==> src/rtl/raxm_mac_accum.sv <==
// Wishbone-controlled accumulator for an approximate-multiplier product stream.
// Sums COUNT unsigned products into an ACC_W-bit register, with sticky overflow and a done interrupt.
module raxm_mac_accum #(
  parameter logic [31:0] BASE_ADDR = 32'h3000_0100,
  parameter int          ACC_W     = 48
) (
  input  logic        wb_clk_i,
  input  logic        wb_rst_ni,
  input  logic        prod_valid_i,
  input  logic [31:0] prod_data_i,
  output logic        prod_ready_o,
  input  logic        wbs_cyc_i,
  input  logic        wbs_stb_i,
  input  logic        wbs_we_i,
  input  logic [31:0] wbs_adr_i,
  input  logic [31:0] wbs_dat_i,
  output logic        wbs_ack_o,
  output logic [31:0] wbs_dat_o,
  output logic        irq_o
);

  typedef enum logic [1:0] {
    ST_IDLE = 2'd0,
    ST_RUN  = 2'd1,
    ST_DONE = 2'd2
  } state_t;

  localparam logic [7:0] OFF_CTRL   = 8'h00;
  localparam logic [7:0] OFF_COUNT  = 8'h04;
  localparam logic [7:0] OFF_STATUS = 8'h08;
  localparam logic [7:0] OFF_ACC_LO = 8'h0C;
  localparam logic [7:0] OFF_ACC_HI = 8'h10;
  localparam logic [7:0] OFF_REMAIN = 8'h14;

  state_t            r_state;
  state_t            w_state_nxt;
  logic [ACC_W-1:0]  r_acc;
  logic [31:0]       r_shadow;
  logic [15:0]       r_count;
  logic [15:0]       r_remain;
  logic              r_irq_en;
  logic              r_done;
  logic              r_ovf;
  logic              r_zero_pend;
  logic              r_ack;
  logic [31:0]       r_dat;

  logic              w_access;
  logic              w_wr;
  logic              w_rd;
  logic [7:0]        w_off;
  logic              w_ctrl_wr;
  logic              w_clear;
  logic              w_start;
  logic              w_accept;
  logic              w_last;
  logic              w_w1c;
  logic              w_busy;
  logic [ACC_W:0]    w_sum;
  logic [63:0]       w_acc_ext;
  logic [31:0]       w_rd_data;

  assign w_access  = wbs_cyc_i & wbs_stb_i & (wbs_adr_i[31:8] == BASE_ADDR[31:8]) & ~r_ack;
  assign w_wr      = w_access & wbs_we_i;
  assign w_rd      = w_access & ~wbs_we_i;
  assign w_off     = wbs_adr_i[7:0];
  assign w_ctrl_wr = w_wr & (w_off == OFF_CTRL);
  // Clear dominates start within the same CTRL write.
  assign w_clear   = w_ctrl_wr & wbs_dat_i[1];
  assign w_start   = w_ctrl_wr & wbs_dat_i[0] & ~wbs_dat_i[1] & (r_state != ST_RUN);
  assign w_accept  = prod_valid_i & prod_ready_o;
  assign w_last    = w_accept & (r_remain == 16'd1);
  assign w_w1c     = w_wr & (w_off == OFF_STATUS) & wbs_dat_i[1];
  assign w_busy    = (r_state == ST_RUN);
  assign w_sum     = {1'b0, r_acc} + {{(ACC_W-31){1'b0}}, prod_data_i};
  assign w_acc_ext = 64'(r_acc);

  assign wbs_ack_o = r_ack;
  assign wbs_dat_o = r_dat;
  assign irq_o     = r_done & r_irq_en;

  // FSM state register
  always_ff @(posedge wb_clk_i or negedge wb_rst_ni) begin
    if (!wb_rst_ni) begin
      r_state <= ST_IDLE;
    end else begin
      r_state <= w_state_nxt;
    end
  end

  // FSM next-state logic
  always_comb begin
    w_state_nxt = r_state;
    case (r_state)
      ST_IDLE, ST_DONE: begin
        if (w_clear) begin
          w_state_nxt = ST_IDLE;
        end else if (w_start) begin
          w_state_nxt = (r_count != 16'd0) ? ST_RUN : ST_DONE;
        end else begin
          w_state_nxt = r_state;
        end
      end
      ST_RUN: begin
        if (w_clear) begin
          w_state_nxt = ST_IDLE;
        end else if (w_last) begin
          w_state_nxt = ST_DONE;
        end else begin
          w_state_nxt = ST_RUN;
        end
      end
      default: w_state_nxt = ST_IDLE;
    endcase
  end

  // FSM outputs: products are only taken while running
  always_comb begin
    prod_ready_o = 1'b0;
    case (r_state)
      ST_RUN:  prod_ready_o = 1'b1;
      ST_IDLE: prod_ready_o = 1'b0;
      ST_DONE: prod_ready_o = 1'b0;
      default: prod_ready_o = 1'b0;
    endcase
  end

  // Accumulator datapath, remaining count and sticky flags
  always_ff @(posedge wb_clk_i or negedge wb_rst_ni) begin
    if (!wb_rst_ni) begin
      r_acc       <= '0;
      r_ovf       <= 1'b0;
      r_done      <= 1'b0;
      r_remain    <= 16'd0;
      r_zero_pend <= 1'b0;
    end else if (w_clear) begin
      r_acc       <= '0;
      r_ovf       <= 1'b0;
      r_done      <= 1'b0;
      r_remain    <= 16'd0;
      r_zero_pend <= 1'b0;
    end else if (w_start) begin
      r_acc       <= '0;
      r_ovf       <= 1'b0;
      r_done      <= 1'b0;
      r_remain    <= r_count;
      r_zero_pend <= (r_count == 16'd0);
    end else begin
      if (w_accept) begin
        r_acc    <= w_sum[ACC_W-1:0];
        r_ovf    <= r_ovf | w_sum[ACC_W];
        r_remain <= r_remain - 16'd1;
      end
      // A completion on this edge outranks a W1C of done.
      if (w_last || r_zero_pend) begin
        r_done <= 1'b1;
      end else if (w_w1c) begin
        r_done <= 1'b0;
      end
      r_zero_pend <= 1'b0;
    end
  end

  // Software-visible configuration registers
  always_ff @(posedge wb_clk_i or negedge wb_rst_ni) begin
    if (!wb_rst_ni) begin
      r_count  <= 16'd0;
      r_irq_en <= 1'b0;
    end else begin
      if (w_wr && (w_off == OFF_COUNT)) begin
        r_count <= wbs_dat_i[15:0];
      end
      if (w_ctrl_wr) begin
        r_irq_en <= wbs_dat_i[2];
      end
    end
  end

  // High-word shadow so an ACC_LO then ACC_HI read pair is coherent
  always_ff @(posedge wb_clk_i or negedge wb_rst_ni) begin
    if (!wb_rst_ni) begin
      r_shadow <= 32'd0;
    end else if (w_rd && (w_off == OFF_ACC_LO)) begin
      r_shadow <= w_acc_ext[63:32];
    end else begin
      r_shadow <= r_shadow;
    end
  end

  // Read data selection
  always_comb begin
    w_rd_data = 32'd0;
    case (w_off)
      OFF_CTRL:   w_rd_data = {29'd0, r_irq_en, 2'b00};
      OFF_COUNT:  w_rd_data = {16'd0, r_count};
      OFF_STATUS: w_rd_data = {29'd0, r_ovf, r_done, w_busy};
      OFF_ACC_LO: w_rd_data = w_acc_ext[31:0];
      OFF_ACC_HI: w_rd_data = r_shadow;
      OFF_REMAIN: w_rd_data = {16'd0, r_remain};
      default:    w_rd_data = 32'd0;
    endcase
  end

  // Bus response: single-cycle ack, data zero outside ack
  always_ff @(posedge wb_clk_i or negedge wb_rst_ni) begin
    if (!wb_rst_ni) begin
      r_ack <= 1'b0;
      r_dat <= 32'd0;
    end else begin
      r_ack <= w_access;
      r_dat <= w_rd ? w_rd_data : 32'd0;
    end
  end

endmodule
==> config.mk <==
export PLATFORM = sky130hd
export DESIGN_NAME = raxm_mac_accum
export DESIGN_NICKNAME = d
export VERILOG_FILES = /design/src/rtl/raxm_mac_accum.sv
export SDC_FILE = /design/constraint.sdc
export NUM_CORES = 1
export LEC_CHECK = 0
export BUFFER_PORTS_ARGS = -buffer_cell sky130_fd_sc_hd__buf_2
export CELL_PAD_IN_SITES_DETAIL_PLACEMENT = 1
export CELL_PAD_IN_SITES_GLOBAL_PLACEMENT = 1
export CORE_AREA = 4 4 136 138
export DETAILED_ROUTE_END_ITERATION = 10
export DIE_AREA = 0 0 140 142
export GPL_ROUTABILITY_DRIVEN = 0
export HOLD_SLACK_MARGIN = 0.05
export PLACE_DENSITY_LB_ADDON = 0.1
export SLEW_MARGIN = 0
export SYNTH_ARGS = -nofsm -noshare
export SYNTH_HDL_FRONTEND = slang
export SYNTH_SLANG_ARGS = --single-unit
==> constraint.sdc <==
create_clock -name wb_clk_i -period 3.7 [get_ports wb_clk_i]
set_input_delay 0.185 -clock wb_clk_i [delete_from_list [all_inputs] [get_ports wb_clk_i]]
set_output_delay 0.185 -clock wb_clk_i [all_outputs]
set_load 0.01 [all_outputs]
## After elaboration in Yosys (flattened, before gate mapping)

Index checks and enable logic that the tools add are counted.

| cells by class | value |
|---|---|
| add/sub/neg operators | 2 |
| eq/ne operators | 11 |
| muxes and demuxes | 24 |
| bitwise logic cells | 19 |
| reductions and logical operators | 10 |

Operators by type and width:

| cell | count |
|---|---|
| 32-bit one-hot mux with 6 select lines | 1 |
| 48-bit two-way mux | 3 |
| 48-bit by 32-bit adder with 49-bit output | 1 |
| 16-bit two-way mux | 3 |
| 32-bit two-way mux | 1 |
| 24-bit by 22-bit == test with 1-bit output, second input constant | 1 |
| 16-bit by 1-bit == test with 1-bit output, second input constant | 1 |
| 8-bit by 4-bit == test with 1-bit output, second input constant | 2 |
| 8-bit by 5-bit == test with 1-bit output, second input constant | 2 |
| 16-bit zero test | 1 |
| 16-bit nonzero test | 1 |
| 16-bit by 1-bit subtractor with 16-bit output, second input constant | 1 |
| 1-bit bitwise AND | 15 |
| 1-bit two-way mux | 10 |
| 2-bit two-way mux | 5 |
| 8-bit by 3-bit == test with 1-bit output, second input constant | 1 |
| 8-bit zero test | 1 |
| 2-bit one-hot mux with 2 select lines | 1 |
| 4-bit nonzero test | 1 |
| 3-bit != test, second input constant | 1 |
| 1-bit inverter | 3 |
| 3-bit nonzero test | 1 |
| 2-bit by 1-bit == test with 1-bit output, second input constant | 1 |
| 2-bit == test, second input constant | 1 |
| 6 further kinds | 7 |

| storage, ports and cells | value |
|---|---|
| register bits | 135 |
| bits of input ports | 102 |
| output and inout bits | 35 |

## Longest topological paths before layout

| logic depth | value |
|---|---|
| depth in word-level cells | 11 |
| mapped depth | 11 |
| depth with buffers taken out | 10 |

## Least setup slack after synthesis

OpenSTA, ideal clock, no wires.

| timing path | value |
|---|---|
| kind | flip-flop to flip-flop |
| from | register r_acc[13] |
| to | register r_acc[33] |
| data arrival time | 2.422 ns |
| data required time | 3.634 ns |
| slack | 1.212 ns |
| stages on the path, launching flop included | 12 |
| buffers on the path | 2 |
| clock period less this slack | 2.488 ns |
| cells stage by stage | dfrtp_1 ha_1 clkbuf_1 nand2_1 or3_1 nor2_1 o21a_2 o21ai_2 a31o_4 buf_6 or4_1 nand2_1 |

| between the ends | value |
|---|---|
| cells in the longest elaborated chain, start to end | 4 |

Ends and longest elaborated chain:

| item | line | text |
|---|---|---|
| start, declared | 37 | `logic [ACC_W-1:0] r_acc;` |
| start signal, assigned | 150 | `r_acc <= w_sum[ACC_W-1:0];` |
| 48-bit by 32-bit adder with 49-bit output | 75 | `assign w_sum = {1'b0, r_acc} + {{(ACC_W-31){1'b0}}, prod_data_i};` |
| 48-bit two-way mux | 149 | `if (w_accept) begin` |
| 48-bit two-way mux | 142 | `end else if (w_start) begin` |
| 48-bit two-way mux | 136 | `end else if (w_clear) begin` |

No other way between the ends. The select of a mux whose other input is x is not followed.
A chain may end at the register's enable or synchronous reset.

## Worst setup path after layout

| timing path | value |
|---|---|
| from | input wbs_adr_i[21] |
| to | register r_remain[14] |

| between the ends | value |
|---|---|
| cells in the longest elaborated chain, start to end | 10 |

Ends and longest elaborated chain:

| item | line | text |
|---|---|---|
| start, declared | 15 | `input logic [31:0] wbs_adr_i,` |
| 24-bit by 22-bit == test with 1-bit output * | 63 | `assign w_access = wbs_cyc_i & wbs_stb_i & (wbs_adr_i[31:8] == BASE_ADDR[31:8]) & ~r_ack;` |
| 1-bit bitwise AND * (2 in series) | 63 |  |
| net w_access | 48 | `logic w_access;` |
| 1-bit bitwise AND * | 64 | `assign w_wr = w_access & wbs_we_i;` |
| 1-bit bitwise AND * | 67 | `assign w_ctrl_wr = w_wr & (w_off == OFF_CTRL);` |
| 1-bit bitwise AND (3 in series) | 70 | `assign w_start = w_ctrl_wr & wbs_dat_i[0] & ~wbs_dat_i[1] & (r_state != ST_RUN);` |
| 16-bit two-way mux | 142 |  |
| 16-bit two-way mux | 136 |  |
| end signal, assigned | 146 | `r_remain <= r_count;` |
| end signal, assigned | 152 | `r_remain <= r_remain - 16'd1;` |
| end, declared | 40 | `logic [15:0] r_remain;` |

The timed path passes the listed nets; every way through them passes the cells marked *.

==> metrics <==
met2 GRT Util 0.449; Max Clk Rate 0.292 GHz; Starting Density 0.462; synthesized area 7940 sq um; area of the multi-input gates 4320 sq um; final hold viol count 0; most area-consuming cells after synthesis dfrtp_1, ha_1, a21oi_1; GRT overflow 0; Core Area 17200 sq um; drt wl/cell 21.7 um; DR vias/cell 6.16; area grow syn2layout 20.2%; min Tclk post-route 3.43 ns; Final setup viols 0; syn nets 988; multiplexer area fraction after synthesis 0.0529; Tcrit/Tclk final 0.926; largest area contributor in the netlist dfrtp_1; status complete, no violations; clock insertion delay at the later pin of the skew report 0.43 ns; Cells after DPL 1166; main combinational cell family by area after synthesis simple AND/OR/NAND/NOR gates; hpwl dp 19000 um; drt initial violations 556; Die Area 19900 sq um; worst hold stages 3; gr usage total 0.267; critical path class primary input to flop; worst slew pin tran 1.29 ns; RSZ-0062 raised after global routing false; # rows 48; hold worst-path end wbs_ack_o$_DFF_PN0_; antenna-violating nets left 0; DR pass1 iterations 5; Slew HR 0.139; initial antenna violation count 0; R2R Setup Slk 0.59 ns; Post-synth EDFFs 0; reg2reg start wbs_ack_o$_DFF_PN0_; clock tree buffer depth 2; VDD IR max 284 uV; Die W 140 um; post-CTS setup buffers 0; met1 usage in global routing 0.345; Layout Cells excl Fill 1216; Detailed Route WL 26400 um; via count 7495; max-slew violations 0; Crit Path Max Fanout 8; # fillers 1991; final clock skew 0.00861 ns; clock slew at reported path FFs 0.06 ns; Static Leak 4.45 nW; first-pass GRT wire length 42400 um; hold_sp wbs_adr_i[31]; Data required, critical path 3.99 ns; GR met3 Demand/Resource 0.0591; Critical Path Start Type primary input; crit end category flop; gate count of the mapped netlist 851; asr flop ratio synth 1.00; number of synthesized register bits 135; FF-to-FF End r_remain[14]$_DFFE_PN0P_; compound-gate portion of the synthesized area 0.200; worst hold path type primary input to flop; setup_tns 0 ns; post-synthesis adder-cell area fraction 0.0561; simple-gate portion of the synthesized area 0.203; clk sinks 135; sequential area share after synthesis 0.425; antenna cell count 0; Mapped Avg Cell Area 9.33 sq um; CTS root buf clkbuf_16; Final nets 1116; port bufs 120; # Max-Cap Violations 0; share of cells above drive strength 1 0.216; vias in the first global route 8087; PwrDens 648 nW/um^2; Die Ht 142 um; CTS tree done; hold buffers post-CTS 19; # IOs 137; Top FF cell, synth dfrtp_1; cts repair resizes 0; DRC viols 0; CTS Buf Count 17; largest net degree at the start of global routing 67; register area 3380 sq um; post-synth cell types 67; Synth Area in XOR/XNOR 0.0298; top cell type's share of synthesized area 0.425; yosys warns 0; arrival time worst endpoint 3.72 ns; Top Usage Layer GRT met2; H-tree Lvls 4; R2R cell count 9
## state kept, by name, summed over array words and instances, names as in the netlist
signal       cells
r_acc           48
r_done           1
wbs_ack_o        1
r_ovf            1
r_shadow        16
r_remain        16
r_zero_pend      1
r_state          2
wbs_dat_o       32
r_count         16
r_irq_en         1
## placed cells by master, fill, tap and decap left out, types with 20 or more instances in the layout
cell type	synthesis	final
dfrtp_1	135	135
buf_2	13	119
nand2_1	91	91
a21oi_1	76	76
nor2_1	65	64
o21ai_0	40	40
ha_1	34	34
mux2_2	32	32
nand3_1	24	24
nor3_1	20	20
## final cells by class
cell class	instances	area share
well taps	225	0.0295
clock inverters	10	0.0160
flip-flops and latches	135	0.354
repair buffers	155	0.0960
multi-input cells	655	0.452
inverters	15	0.00589
clock buffers	21	0.0472
## synthesized netlist by cell type (all sizes together), types with 10 or more instances
cell and count:
a21o 18, nor2 66, buf 20, mux2 32, nor4 19, a222oi 14, o211ai 10, nand4 19
xnor2 19, nand3 24, nand2 92, a21oi 76, inv 15, ha 34, clkbuf 26, nor3 23
o21ai 41, dfrtp 135, and2 19, a22o 13
## layer usage
| layer | part of all wire | wire length, um | up-vias |
|---|---|---|---|
| met1 | 0.43 | 11300 | 3748 |
| li1 | - | - | 3428 |
| met5 | 0 | 0 | - |
| met4 | 0.027 | 711 | 0 |
| met2 | 0.49 | 12900 | 254 |
| met3 | 0.055 | 1440 | 65 |
## through the flow
| step | utilization | setup WS (ns) | area [sq um] | total power, mW | hold WS (ns) |
|---|---|---|---|---|---|
| final | 0.556 | 0.273 | 9550 | 6.19 | 0.0693 |
| after global routing | 0.556 | 0.0834 | 9550 | 6.63 | 0.0663 |
| after CTS | 0.556 | 0.292 | 9550 | 6.21 | 0.0586 |
| after detailed placement | 0.510 | 0.626 | 8760 | 4.38 | 0.240 |
| after global placement | 0.510 | 0.749 | 8760 | 4.23 | 0.220 |
| after floorplan | - | 1.21 | 7940 | 3.75 | -0.111 |
## cell families after synthesis
group,after synthesis
fa+ha+maj,35
xor+xnor,27
flops,135
simple gates,316
buf+inv,61
mux,38
compound gates,239
## power by group
| group | internal [mW] | total [mW] | switching [mW] |
|---|---|---|---|
| Sequential | 1.73 | 2.03 | 0.293 |
| Clock | 1.14 | 1.78 | 0.649 |
| Combinational | 0.993 | 2.38 | 1.39 |
## how the worst max path moves through the flow
stage | end | startpoint
finish | r_remain[14]$_DFFE_PN0P_ | wbs_adr_i[21]
global route | r_remain[14]$_DFFE_PN0P_ | wbs_adr_i[21]
CTS | r_remain[14]$_DFFE_PN0P_ | wbs_adr_i[21]
detailed placement | r_remain[14]$_DFFE_PN0P_ | wbs_ack_o$_DFF_PN0_
global placement | r_ovf$_DFFE_PN0P_ | r_acc[0]$_DFFE_PN0P_
floorplan | r_acc[33]$_DFFE_PN0P_ | r_acc[13]$_DFFE_PN0P_
## worst max-delay path, cell delays in order
cell and delay [ns]:
dlygate4sd3_1 0.54, buf_2 0.13, or3_1 0.35, dlygate4sd3_1 0.57, nor3_2 0.19, nand4b_1 0.37
o22ai_1 0.74, buf_4 0.29, nor3_1 0.06, o21ai_0 0.17, o21ai_0 0.11
No activity file was read; power rests on OpenSTA's default activity.
